`src/rtl/pic_pkg.sv`:
```
// pic_pkg: shared types and constants for the 8259-style PIC cascade logic.
//   state_t       - cascade/INTA sequencer states
//   VS_*          - byte-select encodings presented to the data-bus driver
//   CALL_OPCODE   - 8080 CALL opcode placed on the bus for the first byte
//   vs_for_pulse  - maps (mode, pulse number) to the byte being transferred
package pic_pkg;

  typedef enum logic [1:0] {
    IDLE  = 2'd0,
    PULSE = 2'd1,
    GAP   = 2'd2
  } state_t;

  localparam logic [1:0] VS_NONE = 2'd0;
  localparam logic [1:0] VS_CALL = 2'd1;
  localparam logic [1:0] VS_LOW  = 2'd2;
  localparam logic [1:0] VS_HIGH = 2'd3;

  localparam logic [7:0] CALL_OPCODE = 8'hCD;

  // 8086 only carries a byte on the second pulse; 8080 carries CALL, low
  // address and high address on pulses 1..3.
  function automatic logic [1:0] vs_for_pulse(input logic mode_8086,
                                               input logic [1:0] pulse);
    logic [1:0] vs;
    vs = VS_NONE;
    if (mode_8086) begin
      vs = (pulse == 2'd2) ? VS_LOW : VS_NONE;
    end else begin
      case (pulse)
        2'd1:    vs = VS_CALL;
        2'd2:    vs = VS_LOW;
        2'd3:    vs = VS_HIGH;
        default: vs = VS_NONE;
      endcase
    end
    return vs;
  endfunction

endpackage

```
`src/rtl/inta_edge_sync.sv`:
```
// inta_edge_sync: synchronises the asynchronous inta_n strobe and produces
// single-cycle edge pulses on the synchronised value.
//   clk, rst_n  - clock, asynchronous active-low reset
//   i_inta_n    - raw interrupt-acknowledge strobe
//   o_fall      - synced inta_n went 1 -> 0 (combinational from flops)
//   o_rise      - synced inta_n went 0 -> 1 (combinational from flops)
module inta_edge_sync #(
  parameter int SYNC_STAGES = 2
) (
  input  logic clk,
  input  logic rst_n,
  input  logic i_inta_n,
  output logic o_fall,
  output logic o_rise
);

  logic [SYNC_STAGES-1:0] r_sync;
  logic                   r_prev;
  logic                   w_synced;

  assign w_synced = r_sync[SYNC_STAGES-1];

  // Flops reset to 1 so that releasing reset with inta_n idle (high)
  // never fabricates an edge.
  always_ff @(posedge clk or negedge rst_n) begin
    if (!rst_n) begin
      r_sync <= '1;
      r_prev <= 1'b1;
    end else begin
      r_sync <= {r_sync[SYNC_STAGES-2:0], i_inta_n};
      r_prev <= w_synced;
    end
  end

  assign o_fall = r_prev & ~w_synced;
  assign o_rise = ~r_prev & w_synced;

endmodule

```
`src/rtl/cascade_ctrl.sv`:
```
// cascade_ctrl: INTA sequence tracker and cascade-bus controller for an
// 8259-style PIC, in master, slave or single mode.
//   sngl/sp_en/mode_8086   - configuration (latched at sequence start)
//   slave_mask, slave_id   - master / slave cascade configuration
//   int_pending, int_id    - priority resolver result
//   inta_n                 - asynchronous acknowledge strobe
//   cas_in / cas_out/cas_oe - cascade bus
//   ack_start, ack_id      - sequence start pulse and acknowledged IR
//   vec_sel, data_oe       - data byte select and data-bus ownership
//   seq_done, seq_abort    - sequence completion / gap-timeout pulses
module cascade_ctrl
  import pic_pkg::*;
#(
  parameter int NUM_IR      = 8,
  parameter int CAS_W       = 3,
  parameter int SYNC_STAGES = 2,
  parameter int GAP_TIMEOUT = 64,
  localparam int ID_W       = (NUM_IR > 1) ? $clog2(NUM_IR) : 1
) (
  input  logic              clk,
  input  logic              rst_n,
  input  logic              sngl,
  input  logic              sp_en,
  input  logic              mode_8086,
  input  logic [NUM_IR-1:0] slave_mask,
  input  logic [CAS_W-1:0]  slave_id,
  input  logic              int_pending,
  input  logic [ID_W-1:0]   int_id,
  input  logic              inta_n,
  input  logic [CAS_W-1:0]  cas_in,
  output logic [CAS_W-1:0]  cas_out,
  output logic              cas_oe,
  output logic              ack_start,
  output logic [ID_W-1:0]   ack_id,
  output logic [1:0]        vec_sel,
  output logic              data_oe,
  output logic              seq_done,
  output logic              seq_abort
);

  localparam int GAP_W = $clog2(GAP_TIMEOUT + 1);

  logic w_fall, w_rise;

  inta_edge_sync #(.SYNC_STAGES(SYNC_STAGES)) u_sync (
    .clk      (clk),
    .rst_n    (rst_n),
    .i_inta_n (inta_n),
    .o_fall   (w_fall),
    .o_rise   (w_rise)
  );

  state_t           r_state, w_state_next;
  logic [1:0]       r_pulse_cnt, w_pulse_next;
  logic [GAP_W-1:0] r_gap_cnt;
  logic             r_sngl, r_sp_en, r_mode, r_addressed;
  logic [ID_W-1:0]  r_ack_id;
  logic             r_ack_start, r_seq_done, r_seq_abort, r_data_oe;
  logic [1:0]       r_vec_sel;

  logic       w_last, w_gap_expired;
  logic       w_sngl_eff, w_sp_en_eff, w_mode_eff, w_owner;
  logic [1:0] w_vs_next;
  logic       w_oe_next, w_ack_start_next, w_done_next, w_abort_next;
  logic       w_cas_drive;

  assign w_last        = (r_pulse_cnt == (r_mode ? 2'd2 : 2'd3));
  assign w_gap_expired = (r_gap_cnt == GAP_W'(GAP_TIMEOUT - 1));

  // In IDLE the configuration has not been latched yet, so the first-pulse
  // decode must look at the live inputs.
  assign w_sngl_eff  = (r_state == IDLE) ? sngl      : r_sngl;
  assign w_sp_en_eff = (r_state == IDLE) ? sp_en     : r_sp_en;
  assign w_mode_eff  = (r_state == IDLE) ? mode_8086 : r_mode;

  // State register
  always_ff @(posedge clk or negedge rst_n) begin
    if (!rst_n) r_state <= IDLE;
    else        r_state <= w_state_next;
  end

  // Next-state logic; a fall while in PULSE cannot happen and is ignored.
  always_comb begin
    w_state_next = r_state;
    unique case (r_state)
      IDLE:  if (w_fall) w_state_next = PULSE;
      PULSE: if (w_rise) w_state_next = w_last ? IDLE : GAP;
      GAP: begin
        if (w_fall)             w_state_next = PULSE;
        else if (w_gap_expired) w_state_next = IDLE;
      end
      default: w_state_next = IDLE;
    endcase
  end

  // Output decode (values registered below)
  always_comb begin
    w_pulse_next = r_pulse_cnt;
    if (r_state == IDLE && w_fall)     w_pulse_next = 2'd1;
    else if (r_state == GAP && w_fall) w_pulse_next = r_pulse_cnt + 2'd1;

    w_vs_next = (w_state_next == PULSE) ? vs_for_pulse(w_mode_eff, w_pulse_next) : VS_NONE;

    // r_ack_id is stale on the first pulse, but there the master owns the
    // byte whether or not a slave hangs off the IR line.
    if (w_sngl_eff)       w_owner = 1'b1;
    else if (w_sp_en_eff) w_owner = slave_mask[r_ack_id] ? (w_vs_next == VS_CALL) : 1'b1;
    else                  w_owner = (w_pulse_next >= 2'd2) && r_addressed;

    w_oe_next        = w_owner && (w_state_next == PULSE) && (w_vs_next != VS_NONE);
    w_ack_start_next = (r_state == IDLE) && w_fall;
    w_done_next      = (r_state == PULSE) && w_rise && w_last && (r_sngl || r_sp_en || r_addressed);
    w_abort_next     = (r_state == GAP) && !w_fall && w_gap_expired;
  end

  // Sequence datapath and registered outputs
  always_ff @(posedge clk or negedge rst_n) begin
    if (!rst_n) begin
      r_pulse_cnt <= 2'd0;
      r_gap_cnt   <= '0;
      r_sngl      <= 1'b0;
      r_sp_en     <= 1'b0;
      r_mode      <= 1'b0;
      r_addressed <= 1'b0;
      r_ack_id    <= '0;
      r_ack_start <= 1'b0;
      r_seq_done  <= 1'b0;
      r_seq_abort <= 1'b0;
      r_vec_sel   <= VS_NONE;
      r_data_oe   <= 1'b0;
    end else begin
      r_pulse_cnt <= w_pulse_next;
      if (r_state == IDLE && w_fall) begin
        r_sngl      <= sngl;
        r_sp_en     <= sp_en;
        r_mode      <= mode_8086;
        r_addressed <= 1'b0;
        r_ack_id    <= int_pending ? int_id : ID_W'(NUM_IR - 1);
      end
      if (r_state == PULSE && w_rise && r_pulse_cnt == 2'd1 && !r_sngl && !r_sp_en)
        r_addressed <= (cas_in == slave_id);
      if (r_state == PULSE && w_rise)
        r_gap_cnt <= '0;
      else if (r_state == GAP && !w_fall)
        r_gap_cnt <= r_gap_cnt + GAP_W'(1);
      r_ack_start <= w_ack_start_next;
      r_seq_done  <= w_done_next;
      r_seq_abort <= w_abort_next;
      r_vec_sel   <= w_vs_next;
      r_data_oe   <= w_oe_next;
    end
  end

  // Master drives the acknowledged IR onto CAS only when a slave is attached.
  assign w_cas_drive = (r_state != IDLE) && !r_sngl && r_sp_en && slave_mask[r_ack_id];
  assign cas_out     = w_cas_drive ? CAS_W'(r_ack_id) : '0;
  assign cas_oe      = sngl | sp_en;

  assign ack_start = r_ack_start;
  assign ack_id    = r_ack_id;
  assign vec_sel   = r_vec_sel;
  assign data_oe   = r_data_oe;
  assign seq_done  = r_seq_done;
  assign seq_abort = r_seq_abort;

endmodule

```
`config.mk`:
```
export PLATFORM = sky130hd
export DESIGN_NAME = cascade_ctrl
export DESIGN_NICKNAME = d
export VERILOG_FILES = /design/src/rtl/pic_pkg.sv /design/src/rtl/inta_edge_sync.sv /design/src/rtl/cascade_ctrl.sv
export SDC_FILE = /design/constraint.sdc
export NUM_CORES = 1
export LEC_CHECK = 0
export CELL_PAD_IN_SITES_DETAIL_PLACEMENT = 1
export CELL_PAD_IN_SITES_GLOBAL_PLACEMENT = 1
export CORE_MARGIN = 2
export CORE_UTILIZATION = 36
export CTS_CLUSTER_DIAMETER = 30
export DETAILED_ROUTE_END_ITERATION = 7
export PLACE_DENSITY_LB_ADDON = 0.15
export SYNTH_ARGS = -nofsm -noshare
export SYNTH_HDL_FRONTEND = slang
export SYNTH_SLANG_ARGS = --single-unit
```
`constraint.sdc`:
```
create_clock -name clk -period 2 [get_ports clk]
set_input_delay 0.6 -clock clk [delete_from_list [all_inputs] [get_ports clk]]
set_output_delay 0.6 -clock clk [all_outputs]
set_load 0.02 [all_outputs]
```
; After elaboration in Yosys (flattened, before gate mapping)
; Cells that the tools add are included.
[op_classes]
add_sub_neg = 2
n_lt_le_gt_ge = 2
n_eq_ne = 11
muxes = 27
bitwise_logic = 5
n_reduce_logical = 26
[ops]
columns = op, n
row1 = two-way mux 2 bit, 10
row2 = logical AND 1 bit, 16
row3 = two-way mux 7 bit, 2
row4 = one-hot mux 2 bit (3 select lines), 2
row5 = "equality test 2 x 1 -> 1 bit, second input constant", 5
row6 = two-way mux 1 bit, 10
row7 = nonzero test 2 bit, 4
row8 = "adder 7 x 1 -> 7 bit, second input constant", 1
row9 = "equality test 7 x 6 -> 1 bit, second input constant", 1
row10 = "equality test 2 bit, second input constant", 3
row11 = two-way mux 3 bit, 2
row12 = "< comparator 3 x 4 -> 1 bit, second input constant", 1
row13 = binary-select mux 1 bit (select 3 bit), 1
row14 = equality test 3 bit, 1
row15 = zero test 1 bit, 3
row16 = "adder 2 x 1 -> 2 bit, second input constant", 1
row17 = AND 1 bit, 2
row18 = equality test 2 bit, 1
row19 = ">= comparator 2 bit, second input constant", 1
row20 = zero test 2 bit, 1
row21 = logical OR 1 bit, 2
row22 = NOT 1 bit, 2
row23 = OR 1 bit, 1
[word_totals]
regBits = 27
output_inout_bits = 13

; Logic depth before layout (Yosys ltp)
; Gate-level depths: netlist of run 1.
[logic_depth]
depth_word = 15
ltp_mapped = 8
ltp_nobuf = 8

; Hierarchy
; Synthesis of run 1 repeated with hierarchy kept, for this count alone.
[hier_totals]
cells_unflattened = 116
area_unflattened_um2 = 1293.7
[modules_own_cells]
columns = module, instances, cells_per_inst, area_each_um2, seq_area_each_um2
row1 = cascade_ctrl, 1, 111, 1199.9, 600.6
row2 = inta_edge_sync, 1, 5, 93.8, 78.8

; Worst setup path after synthesis of run 1
; OpenSTA, ideal clock, no wires.
[synth_timing]
path_kind = reg2out
from = reg r_ack_id[0], in the netlist ack_id[0]
to = out cas_out[0]
arrival_time_ns = 1.528
path_slack_ns = -0.128
stages_incl_launch_ff = 7
path_buffers = 1
cell_sequence = dfrtp_1 -> buf_2 -> mux2i_1 -> nand3b_1 -> nand4_1 -> nor4b_1 -> and2_1
[synth_via]
elab_chain_len = 4
[synth_rtl]
columns = item, line_no
row1 = "start, declared", cascade_ctrl.sv:57  ; logic [ID_W-1:0] r_ack_id;
row2 = "start signal, assigned", cascade_ctrl.sv:138  ; r_ack_id <= int_pending ? int_id : ID_W'(NUM_IR - 1);
row3 = binary-select mux 1 bit (select 3 bit), cascade_ctrl.sv:155  ; assign w_cas_drive = (r_state != IDLE) && !r_sngl && r_sp_en && slave_mask[r_ack_id];
row4 = two-way mux 1 bit (not written as such), cascade_ctrl.sv:155
row5 = logical AND 1 bit, cascade_ctrl.sv:155
row6 = two-way mux 3 bit (*), cascade_ctrl.sv:156  ; assign cas_out = w_cas_drive ? CAS_W'(r_ack_id) : '0;
row7 = "end, declared", cascade_ctrl.sv:31  ; output logic [CAS_W-1:0] cas_out,
; Mark *: on every way between the ends. The rest lies on a longest branch, timed or not. The select of a mux whose other input is x is not followed.

; Worst setup path in the final report of run 1
; Same ends and word-level chain as after synthesis.

==> impl_metrics.py, run 1 <==
metrics = {
    "flow_run": {
        "cap_violations": 0,
    },
    "worst_setup_path": {
        "crit_path_end_kind": "output port",
        "slowest_stage": "dfrtp_2",
        "path_max_fanout": 6,
        "critical_path_arrival_ns": 1.78,
        "path_cells": "mux2i_1 -> nand3_1 -> nand4_1 -> nor4b_4 -> and2_4 -> buf_6",
        "max_stage_delay_ns": 0.48,
        "critical_path_class": "register to output port",
        "crit_required_ns": 1.40,
        "critical_path.startpoint_type": "register",
    },
    "detailed_routing": {
        "met1_length_um": 1462,
        "wl_um": 3479,
        "num_vias": 1110,
        "dr.max_layer_used": "met4",
        "met3_length_um": 161,
        "drc": 0,
        "routedWlPerCell_um": 15.00,
        "via_per_inst": 4.784,
        "wl_met2_um": 1775,
        "drtPass1Iterations": 4,
        "drtIter0Drc": 44,
        "ant_nets": 0,
    },
    "sta": {
        "finalSetupTns_ns": -1.145,
        "worst_pin_slew_ns": 0.3592,
        "hold_viol": 0,
        "fin_crit_sh": 1.192,
        "period_needed_ns": 2.383,
        "setup_viol_count_final": 3,
        "max_freq_ghz": 0.4196,
        "slew_violations": 0,
        "relSlewSlack": 0.7537,
        "setup_slack_ns": -0.3831,
        "finClkSkew_ns": 0.01329,
        "rsz0062_at_grt": "yes",
    },
    "placement": {
        "gp_congestion": 0.7234,
        "pre_cts_ws_ns": -1.073,
        "hpwl_um": 2491,
        "dp.cells": 222,
        "port_buffers": 36,
    },
    "global_routing": {
        "grt_pass1_vias": 1205,
        "grt_max_degree": 28,
        "grt_first_pass_wirelength_um": 5844,
        "grtUsageTotal": 0.1821,
        "grt-ovfl-total": 0,
        "antenna_found_initial": 0,
    },
    "yosys": {
        "synth_edf_count": 0,
        "ys_seq_elements": 27,
        "synthesis.instances": 124,
        "synth_flop_cell": "dfrtp_1",
        "avgSynthCellArea_um2": 10.89,
        "synth_area_um2": 1350,
        "yosysWarnings": 0,
        "synth-seq-area-share": 0.5032,
        "synth.distinct_cells": 37,
        "async_reset_ff_frac": 1.000,
        "syn_nets": 150,
    },
    "status": {
        "outcome": "complete, but fails checks",
        "failed_checks": "setup timing",
    },
    "clocking": {
        "cts_tree": "done",
        "numClockSinks": 27,
        "clockBufferDepth": 2,
        "cts_buffers": 3,
        "postCtsHoldBufs": 0,
        "cts-root-buf": "clkbuf_8",
        "clock_latency_ns": 0.28,
        "clkTransAtPathRegs_ns": 0.10,
        "htreeDepth": 1,
    },
    "finish": {
        "antenna_cells": 0,
        "final_cell_mix": "dfrtp_1, buf_4, clkdlybuf4s50_1",
        "nets": 211,
        "syn2layout_area_growth_pct": 48.93,
        "final_cells": 232,
        "fin_util": 0.5534,
        "drive_above_1_share": 0.2663,
        "layout_commonest_cell": "dfrtp_1",
    },
    "pwr": {
        "vdd_drop_max_v": 0.0006611,
        "finalPower_mw": 2.304,
        "power_leakage_nw": 0.9294,
        "power_density_nw_per_um2": 1146,
    },
    "floorplanning": {
        "num_rows": 22,
        "start_util": 0.3716,
        "die_area_um2": 4256,
        "io_pins": 37,
        "die_h_um": 65.24,
        "die_x_um": 65.24,
        "core_area_um2": 3633,
    },
    "min_path": {
        "hp-class": "register to register",
    },
}
## Yosys cell counts (2+ instances only)
cell | instances | area, um^2
xor2_1 | 5 | 43.79
nor2_1 | 12 | 45.04
xnor2_1 | 3 | 26.28
nand2b_1 | 3 | 18.77
nand3b_1 | 4 | 30.03
mux2i_1 | 9 | 90.09
a31oi_1 | 3 | 18.77
and2_1 | 3 | 18.77
inv_1 | 8 | 30.03
o21ai_0 | 3 | 15.01
dfrtp_1 | 24 | 600.6
nand3_1 | 6 | 30.03
nand2_1 | 8 | 30.03
mux2_1 | 2 | 22.52
ha_1 | 2 | 25.02
dfstp_2 | 3 | 78.83
nor3_1 | 5 | 25.02
buf_2 | 2 | 10.01
## final timing paths
check | from | to | slack (ns) | cells after the start
max in group asynchronous | rst_n | u_sync.r_sync[1] | 1.02 | 2
worst min register to register | u_sync.r_sync[0] | u_sync.r_sync[1] | 0.36 | 0
min in group asynchronous | rst_n | r_gap_cnt[5] | 0.68 | 2
worst max register to register | ack_id[0] | data_oe | 0.12 | 9
worst max-delay path | ack_id[0] | cas_out[0] | -0.38 | 6
worst min-delay path | u_sync.r_sync[0] | u_sync.r_sync[1] | 0.36 | 0
## critical path, delay by kind of cell, from the launching register on
kind	cells	cell delay [ns]
simple gates	4	0.77
flops	1	0.48
mux	1	0.15
buf+inv	1	0.11
## sequential cells by signal, summed over array words and instances, names as in the netlist
name           cells
u_sync.r_sync      2
ack_start          1
data_oe            1
ack_id             3
r_sp_en            1
r_state            2
vec_sel            2
r_gap_cnt          7
r_mode             1
r_addressed        1
r_sngl             1
r_pulse_cnt        2
seq_done           1
seq_abort          1
u_sync.r_prev      1
## metal layers
layer / up-vias / GRT usage
met5: - / 0
met4: 0 / 0.05729
met3: 6 / 0.04281
met2: 26 / 0.3278
met1: 530 / 0.2130
li1: 548 / -
## where the power goes
part	internal (mW)	leakage, nW	switching, mW
logic	0.628	0.567	0.528
clock network	0.146	0.0261	0.181
registers	0.688	0.337	0.133
## through the flow
stage               instance area [um^2]  hold WS (ns)
floorplan                           1369        0.3044
global placement                    1893        0.3486
detailed placement                  1893        0.3479
CTS                                 2049        0.3648
global route                        2011        0.3716
finish                              2011        0.3636
## cells by family after synthesis
| logic type | synth area share |
|---|---|
| AND/OR/NAND/NOR | 0.2280 |
| adder cells (fa/ha/maj) | 0.01853 |
| flip-flops | 0.5032 |
| AO/OA/AOI/OAI | 0.06672 |
| buffers and inverters | 0.02966 |
| multiplexers | 0.1019 |
| XOR/XNOR | 0.05190 |
## repair_timing
item | CTS | global route
gates resized for setup | 48 | 1
setup endpoints to repair | 7 | 5
pin swaps | 9 | 7
buffers inserted | 10 | 2
cloned | 0 | 0
## area by class of cell
class / instances / area, um^2
Inverter: 8 / 30.03
Tap cell: 48 / 60.06
Multi-Input combinational cell: 87 / 664.4
Clock inverter: 1 / 8.758
Clock buffer: 3 / 41.29
Sequential cell: 27 / 680.7
Timing Repair Buffer: 58 / 525.5
Fill cell: 409 / 1623
No activity file was read; power rests on OpenSTA's default activity.
==> run 2, diff against run 1 <==
clock period = 2.46 ns   (was 2 ns; I/O delays follow)
==> run 2 against run 1 <==
  * The flow still finishes with violations (setup timing)
  * Die area did not move
  * Worst hold slack got worse by 0.0014 ns
  * Register-to-register slack better by 0.49 ns
  * Clock-buffer cell count did not move
  * Worst setup slack gained 0.35 ns
  * Non-clock buffer count decreased by 9
  * Final cell count is 3.9% lower
  * Largest cell class unchanged
==> impl_metrics.py, run 2 (synthesis results as in run 1) <==
metrics = {
    "pwr": {
        "power_density_nw_per_um2": 919.4,
        "p_int_mw": 1.086,
        "p_sw_frac": 0.3736,
        "power_leakage_nw": 0.8526,
        "switchingPower_mw": 0.6477,
        "finalPower_mw": 1.734,
        "vdd_drop_max_v": 0.0005497,
        "p_seq_frac": 0.393,
        "p_clk_frac": 0.155,
        "combPwrFrac": 0.452,
    },
    "placement": {
        "pre_cts_ws_ns": -0.9858,
        "placed_cell_area_um2": 1858,
        "gp_congestion": 0.7786,
        "dp.cells": 219,
        "port_buffers": 36,
        "hpwl_um": 2569,
    },
    "finish": {
        "postLayoutCellArea_um2": 1886,
        "final_cells": 223,
        "fill_cells": 415,
        "syn2layout_area_growth_pct": 39.67,
        "final_cell_mix": "clkdlybuf4s50_1, dfrtp_1, buf_4",
        "layout_commonest_cell": "clkdlybuf4s50_1",
        "largest-register": "r_gap_cnt",
        "drive_above_1_share": 0.2629,
        "nets": 202,
        "largest_reg_flops": 7,
        "antenna_cells": 0,
    },
    "floorplanning": {
        "start_util": 0.3716,
        "num_rows": 22,
        "core_area_um2": 3633,
        "die_area_um2": 4256,
        "die_x_um": 65.24,
        "io_pins": 37,
        "die_h_um": 65.24,
    },
    "clocking": {
        "numClockSinks": 27,
        "cts_buffers": 3,
        "post_cts_buffers": 0,
        "clock_latency_ns": 0.28,
        "clockBufferDepth": 2,
        "clkTransAtPathRegs_ns": 0.10,
        "cts_tree": "done",
        "cts-root-buf": "clkbuf_8",
        "htreeDepth": 1,
    },
    "worst_setup_path": {
        "max_stage_delay_ns": 0.47,
        "critical_path_arrival_ns": 1.76,
        "crit_cells": 6,
        "r2r_cells": 5,
        "crit_path_end_kind": "output port",
        "crit_buf_inv": 1,
        "critPathTopFamily": "simple AND/OR/NAND/NOR gates",
        "r2r-end": "data_oe",
        "worstReg2RegStart": "u_sync.r_prev",
        "critical_path.startpoint_type": "register",
        "slowest_stage": "dfrtp_2",
        "path_max_fanout": 5,
        "crit_required_ns": 1.72,
        "path_cells": "mux2i_1 -> nand3b_1 -> nand4_1 -> nor4b_4 -> and2_4 -> buf_6",
        "critical_path_class": "register to output port",
        "crit_path_start": "ack_id[0]",
        "rrSetupSlack_ns": 0.61,
    },
    "global_routing": {
        "grt-ovfl-total": 0,
        "grt_max_degree": 28,
        "grt_first_pass_wirelength_um": 5471,
        "grt_pass1_vias": 1178,
        "grtUsageTotal": 0.1682,
        "antenna_found_initial": 0,
    },
    "detailed_routing": {
        "via_per_inst": 4.803,
        "drtIter0Drc": 18,
        "num_vias": 1071,
        "routedWlPerCell_um": 14.68,
        "drtPass1Iterations": 3,
        "ant_nets": 0,
        "drc": 0,
        "wl_um": 3274,
    },
    "sta": {
        "setup_viol_count_final": 3,
        "rsz0062_at_grt": "yes",
        "setup_slack_ns": -0.03465,
        "hold_viol": 0,
        "slew_violations": 0,
        "finClkSkew_ns": 0.003884,
        "fin_crit_sh": 1.014,
        "worst_pin_slew_ns": 0.5305,
        "max_freq_ghz": 0.4009,
        "period_needed_ns": 2.495,
        "relSlewSlack": 0.6448,
    },
    "min_path": {
        "whs_path_depth": 0,
        "worstHoldEndpoint": "u_sync.r_sync[1]",
        "min_from": "u_sync.r_sync[0]",
        "hp-class": "register to register",
    },
    "flow_run": {
        "cap_violations": 0,
    },
    "status": {
        "failed_checks": "setup timing",
        "outcome": "complete, but fails checks",
    },
}
-- run 2: cell count changes in the layout (fill, tap and decap cells not counted), sizes merged --
cell and delta:
buf -1, clkdlybuf4s50 +5, dlygate4sd2 -12, dlymetal6s2s -1
-- run 2: metal layers --
| layer | vias up | GRT usage | wire (um) |
|---|---|---|---|
| li1 | 527 | - | - |
| met1 | 519 | 0.2011 | 1412 |
| met2 | 22 | 0.3125 | 1726 |
| met3 | 3 | 0.02911 | 115 |
| met4 | 0 | 0.03906 | 19 |
| met5 | - | 0 | 0 |
-- run 2: through the flow --
step | utilization | TNS [ns] | hold WS (ns)
after floorplan | - | 0 | 0.3452
after global placement | 0.5114 | -2.822 | 0.3472
after detailed placement | 0.5114 | -3.216 | 0.3479
after CTS | 0.5165 | -0.2667 | 0.3630
after global routing | 0.5189 | -0.6349 | 0.3668
final | 0.5189 | -0.09143 | 0.3623
-- run 2: how the worst max path moves through the flow --
stage / to
final: cas_out[1]
after CTS: cas_out[1]
after global routing: cas_out[1]
after detailed placement: cas_out[1]
after floorplan: cas_out[0]
after global placement: cas_out[2]
-- run 2: layout make-up --
| type | count | area [um^2] | share of cell area |
|---|---|---|---|
| well taps | 48 | 60.06 | 0.03185 |
| repair buffers | 49 | 416.7 | 0.2210 |
| inverters | 8 | 30.03 | 0.01593 |
| flip-flops and latches | 27 | 680.7 | 0.3610 |
| clock buffers | 3 | 41.29 | 0.02190 |
| multi-input cells | 87 | 648.1 | 0.3437 |
| clock inverters | 1 | 8.758 | 0.004645 |
-- run 2: repair_timing --
action                     4_1_cts  5_1_grt
hold buffers                     0        0
resized for setup               46        4
pin swaps                        5        3
setup endpoints to repair        4        4
-- run 2: worst reg2reg max path: stages (launching register included) --
cell and delay (ns):
dfstp_2 0.56, nor3b_4 0.27, mux2i_2 0.35, o211ai_2 0.16, nor4b_2 0.30, a311oi_2 0.08
-- run 2: power groups by stage --
stage	Sequential [mW]	Combinational [mW]	Clock, mW
after floorplan	0.711	0.370	0
after global placement	0.676	0.748	0
after detailed placement	0.681	0.770	0
after CTS	0.678	0.778	0.278
after global routing	0.696	0.865	0.303
final	0.681	0.784	0.269
